--- config.mk ---
export PLATFORM = sky130hd
export DESIGN_NAME = cofre_controle
export DESIGN_NICKNAME = d
export VERILOG_FILES = /design/src/rtl/cofre_pkg.sv /design/src/rtl/cofre_temporizador.sv /design/src/rtl/cofre_controle.sv
export SDC_FILE = /design/constraint.sdc
export NUM_CORES = 1
export LEC_CHECK = 0
export BUFFER_PORTS_ARGS = -buffer_cell sky130_fd_sc_hd__buf_2
export CORE_UTILIZATION = 58
export CTS_CLUSTER_SIZE = 24
export DETAILED_ROUTE_END_ITERATION = 10
export PLACE_DENSITY = 0.88
export SYNTH_ARGS = -nofsm -noshare
export SYNTH_HDL_FRONTEND = slang
export SYNTH_SLANG_ARGS = --single-unit
--- constraint.sdc ---
create_clock -name clk -period 2.8 [get_ports clk]
set_input_delay 0.28 -clock clk [delete_from_list [all_inputs] [get_ports clk]]
set_output_delay 0.28 -clock clk [all_outputs]
set_load 0.01 [all_outputs]
--- src/rtl/cofre_pkg.sv ---
// rtl/cofre_pkg.sv - shared types and constants for the safe controller
package cofre_pkg;

    localparam int W_SENHA = 4;

    localparam int                   MAX_TENT_DEF  = 3;
    localparam int                   T_ABERTO_DEF  = 50_000_000;
    localparam int                   T_BLOQ_DEF    = 250_000_000;
    localparam logic [W_SENHA-1:0]   SENHA_INI_DEF = 4'd0;

    typedef enum logic [2:0] {
        OCIOSO,
        VERIFICA,
        ABERTO,
        ERRO,
        BLOQUEADO
    } estado_t;

    function automatic int max_int(input int a, input int b);
        return (a > b) ? a : b;
    endfunction

endpackage

--- src/rtl/cofre_temporizador.sv ---
// rtl/cofre_temporizador.sv - saturating up-counter with clear and terminal count
module cofre_temporizador #(
    parameter int W = 4
) (
    input  logic         clk,
    input  logic         rst_n,
    input  logic         clr,
    input  logic         en,
    input  logic [W-1:0] ultimo,
    output logic         tc
);

    logic [W-1:0] cnt_q;
    logic [W-1:0] cnt_d;

    // Count while enabled; hold at the terminal value so the counter never wraps.
    always_comb begin
        cnt_d = cnt_q;
        if (clr) begin
            cnt_d = '0;
        end else if (en && (cnt_q != ultimo)) begin
            cnt_d = cnt_q + 1'b1;
        end
    end

    // Counter register.
    always_ff @(posedge clk or negedge rst_n) begin
        if (!rst_n) begin
            cnt_q <= '0;
        end else begin
            cnt_q <= cnt_d;
        end
    end

    assign tc = (cnt_q == ultimo);

endmodule

--- src/rtl/cofre_controle.sv ---
// rtl/cofre_controle.sv - safe controller: password, attempts, open/lockout sequencing
module cofre_controle
    import cofre_pkg::*;
#(
    parameter int                 MAX_TENT  = MAX_TENT_DEF,
    parameter int                 T_ABERTO  = T_ABERTO_DEF,
    parameter int                 T_BLOQ    = T_BLOQ_DEF,
    parameter logic [W_SENHA-1:0] SENHA_INI = SENHA_INI_DEF
) (
    input  logic               clk,
    input  logic               rst_n,
    input  logic               confirma,
    input  logic               programa,
    input  logic [W_SENHA-1:0] tentativa_in,
    input  logic               igual,
    input  logic               ate3,
    input  logic               errada,
    output logic [W_SENHA-1:0] senha,
    output logic [W_SENHA-1:0] tentativa,
    output logic               aberto,
    output logic               dica,
    output logic               erro,
    output logic               bloqueado,
    output logic [2:0]         erros
);

    localparam int               T_MAX      = max_int(T_ABERTO, T_BLOQ);
    localparam int               W_T        = $clog2(T_MAX);
    localparam logic [W_T-1:0]   ULT_ABERTO = W_T'(T_ABERTO - 1);
    localparam logic [W_T-1:0]   ULT_BLOQ   = W_T'(T_BLOQ - 1);
    localparam logic [2:0]       MAX_TENT_L = 3'(MAX_TENT);

    estado_t            estado_q, estado_d;
    logic [W_SENHA-1:0] senha_q, senha_d;
    logic [W_SENHA-1:0] tentativa_q, tentativa_d;
    logic               aberto_q, aberto_d;
    logic               dica_q, dica_d;
    logic               erro_q, erro_d;
    logic               bloqueado_q, bloqueado_d;
    logic [2:0]         erros_q, erros_d;
    logic [2:0]         erros_inc;

    logic               tmr_clr;
    logic               tmr_en;
    logic               tmr_tc;
    logic [W_T-1:0]     tmr_ult;

    // One timer serves both timeouts; it is cleared in VERIFICA, just before either is entered.
    assign tmr_clr = (estado_q == VERIFICA);
    assign tmr_en  = (estado_q == ABERTO) || (estado_q == BLOQUEADO);
    assign tmr_ult = (estado_q == BLOQUEADO) ? ULT_BLOQ : ULT_ABERTO;

    cofre_temporizador #(
        .W (W_T)
    ) u_temporizador (
        .clk    (clk),
        .rst_n  (rst_n),
        .clr    (tmr_clr),
        .en     (tmr_en),
        .ultimo (tmr_ult),
        .tc     (tmr_tc)
    );

    // erros stays below MAX_TENT outside lockout, so this cannot overflow 3 bits.
    assign erros_inc = erros_q + 3'd1;

    // Next-state and next-output logic; every output is a register.
    always_comb begin
        estado_d    = estado_q;
        senha_d     = senha_q;
        tentativa_d = tentativa_q;
        aberto_d    = aberto_q;
        dica_d      = dica_q;
        erro_d      = erro_q;
        bloqueado_d = bloqueado_q;
        erros_d     = erros_q;
        case (estado_q)
            OCIOSO, ERRO: begin
                if (confirma) begin
                    tentativa_d = tentativa_in;
                    estado_d    = VERIFICA;
                end
            end
            VERIFICA: begin
                if (igual) begin
                    estado_d = ABERTO;
                    aberto_d = 1'b1;
                    erros_d  = 3'd0;
                    erro_d   = 1'b0;
                    dica_d   = 1'b0;
                end else if (errada) begin
                    erro_d = 1'b1;
                    if (erros_inc == MAX_TENT_L) begin
                        estado_d    = BLOQUEADO;
                        bloqueado_d = 1'b1;
                        erros_d     = MAX_TENT_L;
                        dica_d      = 1'b0;
                    end else begin
                        estado_d = ERRO;
                        erros_d  = erros_inc;
                        dica_d   = ate3;
                    end
                end else begin
                    estado_d = OCIOSO;
                end
            end
            ABERTO: begin
                // confirma wins over expiry so a password write is never dropped.
                if (confirma) begin
                    if (programa) begin
                        senha_d = tentativa_in;
                    end
                    estado_d = OCIOSO;
                    aberto_d = 1'b0;
                end else if (tmr_tc) begin
                    estado_d = OCIOSO;
                    aberto_d = 1'b0;
                end
            end
            BLOQUEADO: begin
                if (tmr_tc) begin
                    estado_d    = OCIOSO;
                    bloqueado_d = 1'b0;
                    erros_d     = 3'd0;
                    erro_d      = 1'b0;
                end
            end
            default: begin
                estado_d = OCIOSO;
            end
        endcase
    end

    // State and output registers.
    always_ff @(posedge clk or negedge rst_n) begin
        if (!rst_n) begin
            estado_q    <= OCIOSO;
            senha_q     <= SENHA_INI;
            tentativa_q <= '0;
            aberto_q    <= 1'b0;
            dica_q      <= 1'b0;
            erro_q      <= 1'b0;
            bloqueado_q <= 1'b0;
            erros_q     <= 3'd0;
        end else begin
            estado_q    <= estado_d;
            senha_q     <= senha_d;
            tentativa_q <= tentativa_d;
            aberto_q    <= aberto_d;
            dica_q      <= dica_d;
            erro_q      <= erro_d;
            bloqueado_q <= bloqueado_d;
            erros_q     <= erros_d;
        end
    end

    assign senha     = senha_q;
    assign tentativa = tentativa_q;
    assign aberto    = aberto_q;
    assign dica      = dica_q;
    assign erro      = erro_q;
    assign bloqueado = bloqueado_q;
    assign erros     = erros_q;

endmodule

Word level (Yosys, flattened, before mapping)
Cells that the tools add are included.
Cells by class
  $add $sub $neg: 2
  equal/unequal tests: 15
  mux-type cells: 29
  reduce and logical (&&, ||, !) cells: 14
Operator list (count)
  $mux W28: 3
  $mux W3: 10
  $add A28 B1 Y28 const B: 1
  $eq A28 B28 Y1: 1
  $ne A28 B28 Y1: 1
  $pmux W3 S4: 1
  $mux W1: 11
  $ne A2 B2 Y1 const B: 5
  $eq A3 B2 Y1 const B: 3
  $reduce_and A3 Y1: 3
  $reduce_bool A2 Y1: 4
  $ne A3 B3 Y1 const B: 2
  $pmux W1 S2: 3
  $pmux W3 S2: 1
  $reduce_and A5 Y1: 1
  $reduce_and A2 Y1: 2
  $add A3 B1 Y3 const B: 1
  $eq A3 B1 Y1 const B: 1
  $eq A3 B3 Y1 const B: 1
  $logic_not A3 Y1: 1
  $ne A2 B1 Y1 const B: 1
  $reduce_or A2 Y1: 1
  $logic_and A1 B1 Y1: 1
  $logic_or A1 B1 Y1: 1
Storage, ports and cells
  register bits after elaboration: 46
  output and inout port bits: 15
  word-level logic and storage cells: 69

Logic depth before layout (Yosys ltp)
Gate-level depths: netlist (run 1).
  depth after elaboration: 6
  gate-level depth with buffers: 8
  mapped depth without buffers: 7

Modules after synthesis
From an unflattened synthesis (run 1), not the netlist that was laid out.
Unflattened totals
  cells, all modules: 292
  area total of the unflattened synthesis: 2815.2 µm²
By module, submodules not included
  cofre_temporizador: times used 1, cells an instance 207, area an instance 1918.1 µm²
  cofre_controle: times used 1, cells an instance 85, area an instance 897.1 µm²

Worst setup path before layout (run 1)
OpenSTA, ideal clock, no wires.
  kind: register -> register
  from: reg u_temporizador.cnt_q[18]
  to: reg u_temporizador.cnt_q[1]
  clock period less this slack: 2.115 ns
  stages on the path, launching flop included: 7
  data required time: 2.713 ns
  buffers on the path: 0
  setup time: 0.087 ns
  setup slack: 0.685 ns
  arrival time: 2.028 ns
  path through: dfrtp_1 or4b_1 nor3_2 a21oi_1 or4_4 a22o_1 a211oi_2
On the way
  cells in the longest elaborated chain, start to end: 3
Ends and longest elaborated chain
  from (decl): RTL line cofre_temporizador.sv:13  | logic [W-1:0] cnt_q;
  from (signal assigned): RTL line cofre_temporizador.sv:31  | cnt_q <= cnt_d;
  $ne A28 B28 Y1: RTL line cofre_temporizador.sv:21  | end else if (en && (cnt_q != ultimo)) begin
  $logic_and A1 B1 Y1: RTL line cofre_temporizador.sv:21
  $reduce_bool A2 Y1 (no source line)
Every way passes these cells.
A chain may end at the register's enable or synchronous reset.

Worst setup path in the final report (run 1)
  from: reg estado_q[2]
  to: reg u_temporizador.cnt_q[4]
On the way
  cells in the longest elaborated chain, start to end: 5
Ends and longest elaborated chain
  from (decl): RTL line cofre_controle.sv:33  | estado_t estado_q, estado_d;
  from (signal assigned): RTL line cofre_controle.sv:146  | estado_q <= estado_d;
  $eq A3 B3 Y1: RTL line cofre_controle.sv:50, cofre_controle.sv:51
  $mux W28: RTL line cofre_controle.sv:51  | assign tmr_ult = (estado_q == BLOQUEADO) ? ULT_BLOQ : ULT_ABERTO;
  $ne A28 B28 Y1: RTL line cofre_temporizador.sv:21
  $logic_and A1 B1 Y1: RTL line cofre_temporizador.sv:21
  $reduce_bool A2 Y1 (no source line)
Parallel ways exist; a longest one is shown, timed or not.

==> results of run 1 <==
## power groups by stage
stage / clock, mW / combinational, mW / sequential, mW
after CTS: 0.411 / 0.794 / 0.927
after detailed placement: 0 / 0.786 / 0.940
final: 0.404 / 0.788 / 0.929
after global routing: 0.438 / 0.890 / 0.953
after floorplan: 0 / 0.497 / 0.955
after global placement: 0 / 0.755 / 0.929
## routing by layer
layer,share of wire (%),vias to the layer above
li1,-,946
met1,45,949
met2,49,53
met3,4.2,9
met4,1.6,0
met5,0,-
## kinds of logic (layout without fill, tap and decap cells)
group,after synthesis,in the layout,share of synthesized area [%]
and+or+nand+nor,103,103,23.0
buffers and inverters,15,45,2.39
adders and majority gates,4,4,1.97
DFF,46,46,47.7
muxes,9,9,4.15
xor gates and xnor gates,20,20,7.26
AOI/OAI and AO/OA,50,50,13.5
## flip-flops by register name, indices dropped and copies added, names as in the netlist
| register | count |
|---|---|
| tentativa | 4 |
| bloqueado | 1 |
| senha | 4 |
| dica | 1 |
| estado_q | 3 |
| aberto | 1 |
| erros | 3 |
| erro | 1 |
| u_temporizador.cnt_q | 28 |
## stage by stage
| stage | hold WS (ns) | utilization [%] |
|---|---|---|
| floorplan | -0.0156 | - |
| global placement | 0.480 | 65.2 |
| detailed placement | 0.492 | 65.2 |
| CTS | 0.160 | 67.4 |
| global route | 0.211 | 67.4 |
| finish | 0.123 | 67.4 |
## cells in the mapped netlist (all sizes together), types with 5 or more instances
library cell,instances
inv,8
dfrtp,46
mux2,8
a21oi,12
xor2,16
nand2,20
o21ai,15
nand3,6
nor2,30
clkbuf,5
and3,7
nor3,5
## cell usage in the layout (no fill, tap or decap), types with 5 or more instances in the layout
cell type	Yosys	routed
clkbuf_8	0	5
nand3_1	6	6
nand2_1	20	20
xor2_1	16	16
a21oi_1	12	12
dfrtp_1	46	46
and3_1	7	7
buf_2	1	25
mux2_2	8	8
o21ai_0	13	13
nor2_1	30	30
inv_1	8	8
## critical path, cell delays in order, from the launching register on
cell	delay, ns
dfrtp_1	0.52
nor3b_1	0.56
inv_1	0.08
o2bb2ai_1	0.48
o21ai_1	0.27
o211ai_1	0.24
o31ai_1	0.10
## layout make-up
cell class,instances,area [um2]
fillers,311,1300
multi-input cells,186,1210
flip-flops and latches,46,1150
repair buffers,29,155
clock buffers,5,68.8
well taps,50,62.6
inverters,8,30.0
clock inverters,3,21.3
## worst paths after layout
kind / start / cells past startpoint / endpoint
max in group asynchronous: rst_n / 1 / u_temporizador.cnt_q[5]
min reg2reg: senha[2] / 1 / senha[2]
max reg2reg: estado_q[2] / 6 / u_temporizador.cnt_q[4]
min: rst_n / 1 / erros[1]
min in group clk: tentativa_in[0] / 2 / tentativa[0]
max: estado_q[2] / 6 / u_temporizador.cnt_q[4]
==> impl_metrics.py, run 1 <==
metrics = {
    "worst_setup_path": {
        "start_kind": "register",
        "arrival_ns": 2.57,
        "worst-path-max-fanout": 12,
        "worstPathRequired_ns": 3.00,
        "critPathCaptureType": "register",
        "crit_type": "register to register",
        "reg2reg_slack_ns": 0.43,
    },
    "logic_synthesis": {
        "syn_area_per_cell_um2": 9.76,
        "postSynthCellCount": 247,
        "synth-edff-count": 0,
        "synthesis.nets": 261,
        "synth_top_area_share_pct": 47.7,
        "ys_types": 52,
        "ys_seq_elements": 46,
        "synth_largest_area_cell": "dfrtp_1",
        "syn-cell-area_um2": 2410,
        "yosysWarnings": 0,
        "yosys-top-cells-area": "dfrtp_1 (48%), xor2_1 (5.8%), nor2_1 (4.7%), mux2_2 (3.7%), nand2_1 (3.1%)",
        "async_flop_share_pct": 100,
        "ys_seq_area_share_pct": 47.7,
        "synth_flop_cell": "dfrtp_1",
    },
    "clock_tree": {
        "cts_buffers": 5,
        "ctsResizeCount": 0,
        "cts_setup_buffers": 0,
        "htreeDepth": 2,
        "tritoncts": "built",
        "clk_pin_slew_ns": 0.09,
        "clock_sinks": 46,
        "clockBufferDepth": 2,
        "cts_root_buf": "clkbuf_8",
        "clock_latency_ns": 0.31,
        "ctsHoldBuffers": 0,
    },
    "routing": {
        "routed_wl_um": 5050,
        "num_vias": 1957,
        "wl_per_cell_um": 15.4,
        "antenna_left": 0,
        "drt_iter0_drc": 166,
        "drt-vias-per-instance": 5.98,
        "dr.pass1.iters": 4,
        "route.detailed.drc": 0,
    },
    "sta": {
        "relSlewSlack_pct": 34.1,
        "worst_pin_slew_ns": 0.989,
        "fmax_mhz": 422,
        "finalMaxSlewViolations": 0,
        "setup_viol": 0,
        "period_needed_ns": 2.37,
        "fin_ws_ns": 0.430,
        "hold_viol_final": 0,
        "fin_tns_setup_ns": 0,
        "grt_setup_unrepaired": "no",
        "min_period_over_period_pct": 84.6,
        "clock_skew_ns": 0.0148,
    },
    "power_and_ir_drop": {
        "power_mw": 2.12,
        "p_seq_share_pct": 43.8,
        "p_comb_share_pct": 37.2,
        "power.clock.fraction_pct": 19.0,
        "powerDensity_nw_per_um2": 787,
        "p_sw_share_pct": 38.4,
        "power_switching_mw": 0.813,
        "p_int_mw": 1.31,
        "leakage_nw": 1.20,
        "peakVddDrop_v": 0.000396,
    },
    "floorplan": {
        "die_y_um": 66.5,
        "ios": 26,
        "fp-row-count": 23,
        "fp.dieArea_um2": 4420,
        "start_util_pct": 60.3,
        "coreArea_um2": 4000,
        "die_x_um": 66.5,
    },
    "place": {
        "place_area_um2": 2610,
        "dp_hpwl_um": 3590,
        "io_buffers": 25,
        "gp_congestion": 0.903,
        "preCtsSetupSlack_ns": 0.479,
        "dp_cells": 319,
    },
    "grt": {
        "grt_max_degree": 47,
        "use_met2_pct": 44.1,
        "grt_first_pass_wirelength_um": 8700,
        "grt.busiest_layer": "met2",
        "grt_util_all_layers_pct": 26.4,
        "overflow": 0,
        "met3_usage_pct": 5.48,
        "gr-usage-met1_pct": 32.7,
        "grt_pass1_vias": 1976,
        "antenna_found_initial": 0,
    },
    "layout": {
        "num-nets-final": 290,
        "final_cell_count_no_fill": 327,
        "layout-drive-gt1-share_pct": 18.8,
        "area_delta_synth_final_pct": 11.8,
        "antenna_cells": 0,
        "fin_area_um2": 2700,
    },
    "run": {
        "max_cap_violations": 0,
    },
    "worst_hold_path": {
        "hold_path.class": "input port to async pin",
    },
    "run_status": {
        "status": "finished clean",
    },
}
Note: power is estimated with default switching activity, not from simulation.
==> run 2: changes to the inputs <==
Clock period 2.8 ns to 2.4 ns, I/O delays scaled along.
==> run 2 against run 1 <==
Against the previous run:
- combinational power up 19%
- register-to-register slack worse by 0.34 ns
- cell count up 1.5%
- design area up 2.6%
- non-clock buffer count up 5
- critical endpoint is now u_temporizador.cnt_q[1]
- largest power group unchanged
==> impl_metrics.py, run 2 (same netlist as run 1, synthesis figures left out) <==
metrics = {
    "run_status": {
        "status": "finished clean",
    },
    "worst_setup_path": {
        "crit_path_max_incr_delay_ns": 0.55,
        "critPathCaptureType": "register",
        "crit_chain": "or4b_1 > nor3_2 > a21oi_1 > or4_4 > and4_1 > a211oi_2",
        "start_kind": "register",
        "critPathTopFamily": "simple AND/OR/NAND/NOR gates",
        "arrival_ns": 2.52,
        "crit_type": "register to register",
        "crit_slowest_cell": "or4b_1",
        "crit_buf_inv": 0,
        "worstPathRequired_ns": 2.62,
        "worst-path-max-fanout": 7,
    },
    "clock_tree": {
        "cts_root_buf": "clkbuf_8",
        "clk_pin_slew_ns": 0.08,
        "clockBufferDepth": 2,
        "cts_buffers": 5,
        "clock_sinks": 46,
        "tritoncts": "built",
        "clock_latency_ns": 0.30,
        "htreeDepth": 2,
    },
    "layout": {
        "layout_common_cells": "dfrtp_1 (46), nor2_1 (30), buf_2 (25)",
        "largest_reg_flops": 28,
        "num-nets-final": 295,
        "final_common_cell": "dfrtp_1",
        "fillers": 308,
        "largest-register": "u_temporizador.cnt_q",
        "antenna_cells": 0,
        "layout-drive-gt1-share_pct": 20.6,
        "area_delta_synth_final_pct": 14.7,
    },
    "grt": {
        "grt_util_all_layers_pct": 25.2,
        "antenna_found_initial": 0,
        "grt_pass1_vias": 1823,
        "grt_max_degree": 30,
        "grt_first_pass_wirelength_um": 8230,
        "overflow": 0,
    },
    "routing": {
        "drt_iter0_drc": 127,
        "wl_per_cell_um": 15.1,
        "dr.pass1.iters": 4,
        "num_vias": 1980,
        "routed_wl_um": 5000,
        "route.detailed.drc": 0,
        "antenna_left": 0,
        "drt-vias-per-instance": 5.96,
    },
    "power_and_ir_drop": {
        "powerDensity_nw_per_um2": 931,
        "power_mw": 2.58,
        "peakVddDrop_v": 0.000450,
        "leakage_nw": 1.24,
    },
    "floorplan": {
        "coreArea_um2": 4000,
        "ios": 26,
        "die_y_um": 66.5,
        "die_x_um": 66.5,
        "fp.dieArea_um2": 4420,
        "fp-row-count": 23,
        "start_util_pct": 60.3,
    },
    "sta": {
        "clock_skew_ns": 0.00621,
        "hold_viol_final": 0,
        "worst_pin_slew_ns": 0.516,
        "fmax_mhz": 434,
        "min_period_over_period_pct": 96.0,
        "setup_viol": 0,
        "grt_setup_unrepaired": "no",
        "fin_ws_ns": 0.0950,
        "fin_tns_setup_ns": 0,
        "finalMaxSlewViolations": 0,
        "period_needed_ns": 2.30,
        "relSlewSlack_pct": 65.3,
    },
    "run": {
        "max_cap_violations": 0,
    },
    "place": {
        "preCtsSetupSlack_ns": 0.155,
        "dp_hpwl_um": 3630,
        "io_buffers": 25,
        "gp_congestion": 0.830,
    },
    "worst_hold_path": {
        "hold_path.class": "input port to register",
    },
}
==> run 2: cell types whose count changed in the layout (fill, tap and decap cells not counted), sizes merged <==
cell / delta
clkinvlp: -1
buf: +4
dlygate4sd3: +1
bufinv: +1
==> run 2: worst paths after layout <==
| kind | cells after the start | endpoint | from | slack, ns |
|---|---|---|---|---|
| max in group asynchronous | 3 | tentativa[0] | rst_n | 1.31 |
| max | 6 | u_temporizador.cnt_q[1] | u_temporizador.cnt_q[18] | 0.1 |
| min | 2 | tentativa[2] | tentativa_in[2] | 0.18 |
| min in group asynchronous | 2 | erro | rst_n | 0.39 |
| max reg2reg | 6 | u_temporizador.cnt_q[1] | u_temporizador.cnt_q[18] | 0.1 |
| min reg2reg | 1 | tentativa[2] | tentativa[2] | 0.50 |
==> run 2: final cells by class <==
class	count	area [um2]	area share, %
tap	50	62.6	2.26
inverter	8	30.0	1.09
timing repair buffer	34	195	7.06
clock inverter	3	40.0	1.45
clock buffer	5	68.8	2.49
sequential	46	1150	41.6
multi-input combinational	186	1220	44.0
==> run 2: power breakdown <==
part           internal, mW  leakage [nW]  switching (mW)
registers             0.939         0.612           0.141
logic                 0.395         0.572           0.543
clock network         0.306        0.0579           0.252
==> run 2: metrics by stage <==
step	std cells	util, %	area (um2)	hold WS, ns
2_1_floorplan	247	-	2410	-0.0556
3_3_place_gp	323	65.9	2640	0.182
3_5_place_dp	323	65.9	2640	0.188
4_1_cts	332	68.9	2760	0.183
6_report	332	69.1	2770	0.182
5_1_grt	332	69.1	2770	0.173
==> run 2: timing repair <==
action                     4_1_cts  5_1_grt
resized for setup                0        2
hold buffers                     1        0
buffers inserted                 0        0
hold endpoints to repair        17        0
setup endpoints to repair        0        2
==> run 2: routing by layer <==
metal / share of wire (%) / global-route usage (%) / up-vias
li1: - / - / 954
met1: 45 / 31.7 / 963
met2: 49 / 43.0 / 58
met3: 5.4 / 6.16 / 5
met4: 1.0 / 6.65 / 0
met5: 0 / 0 / -
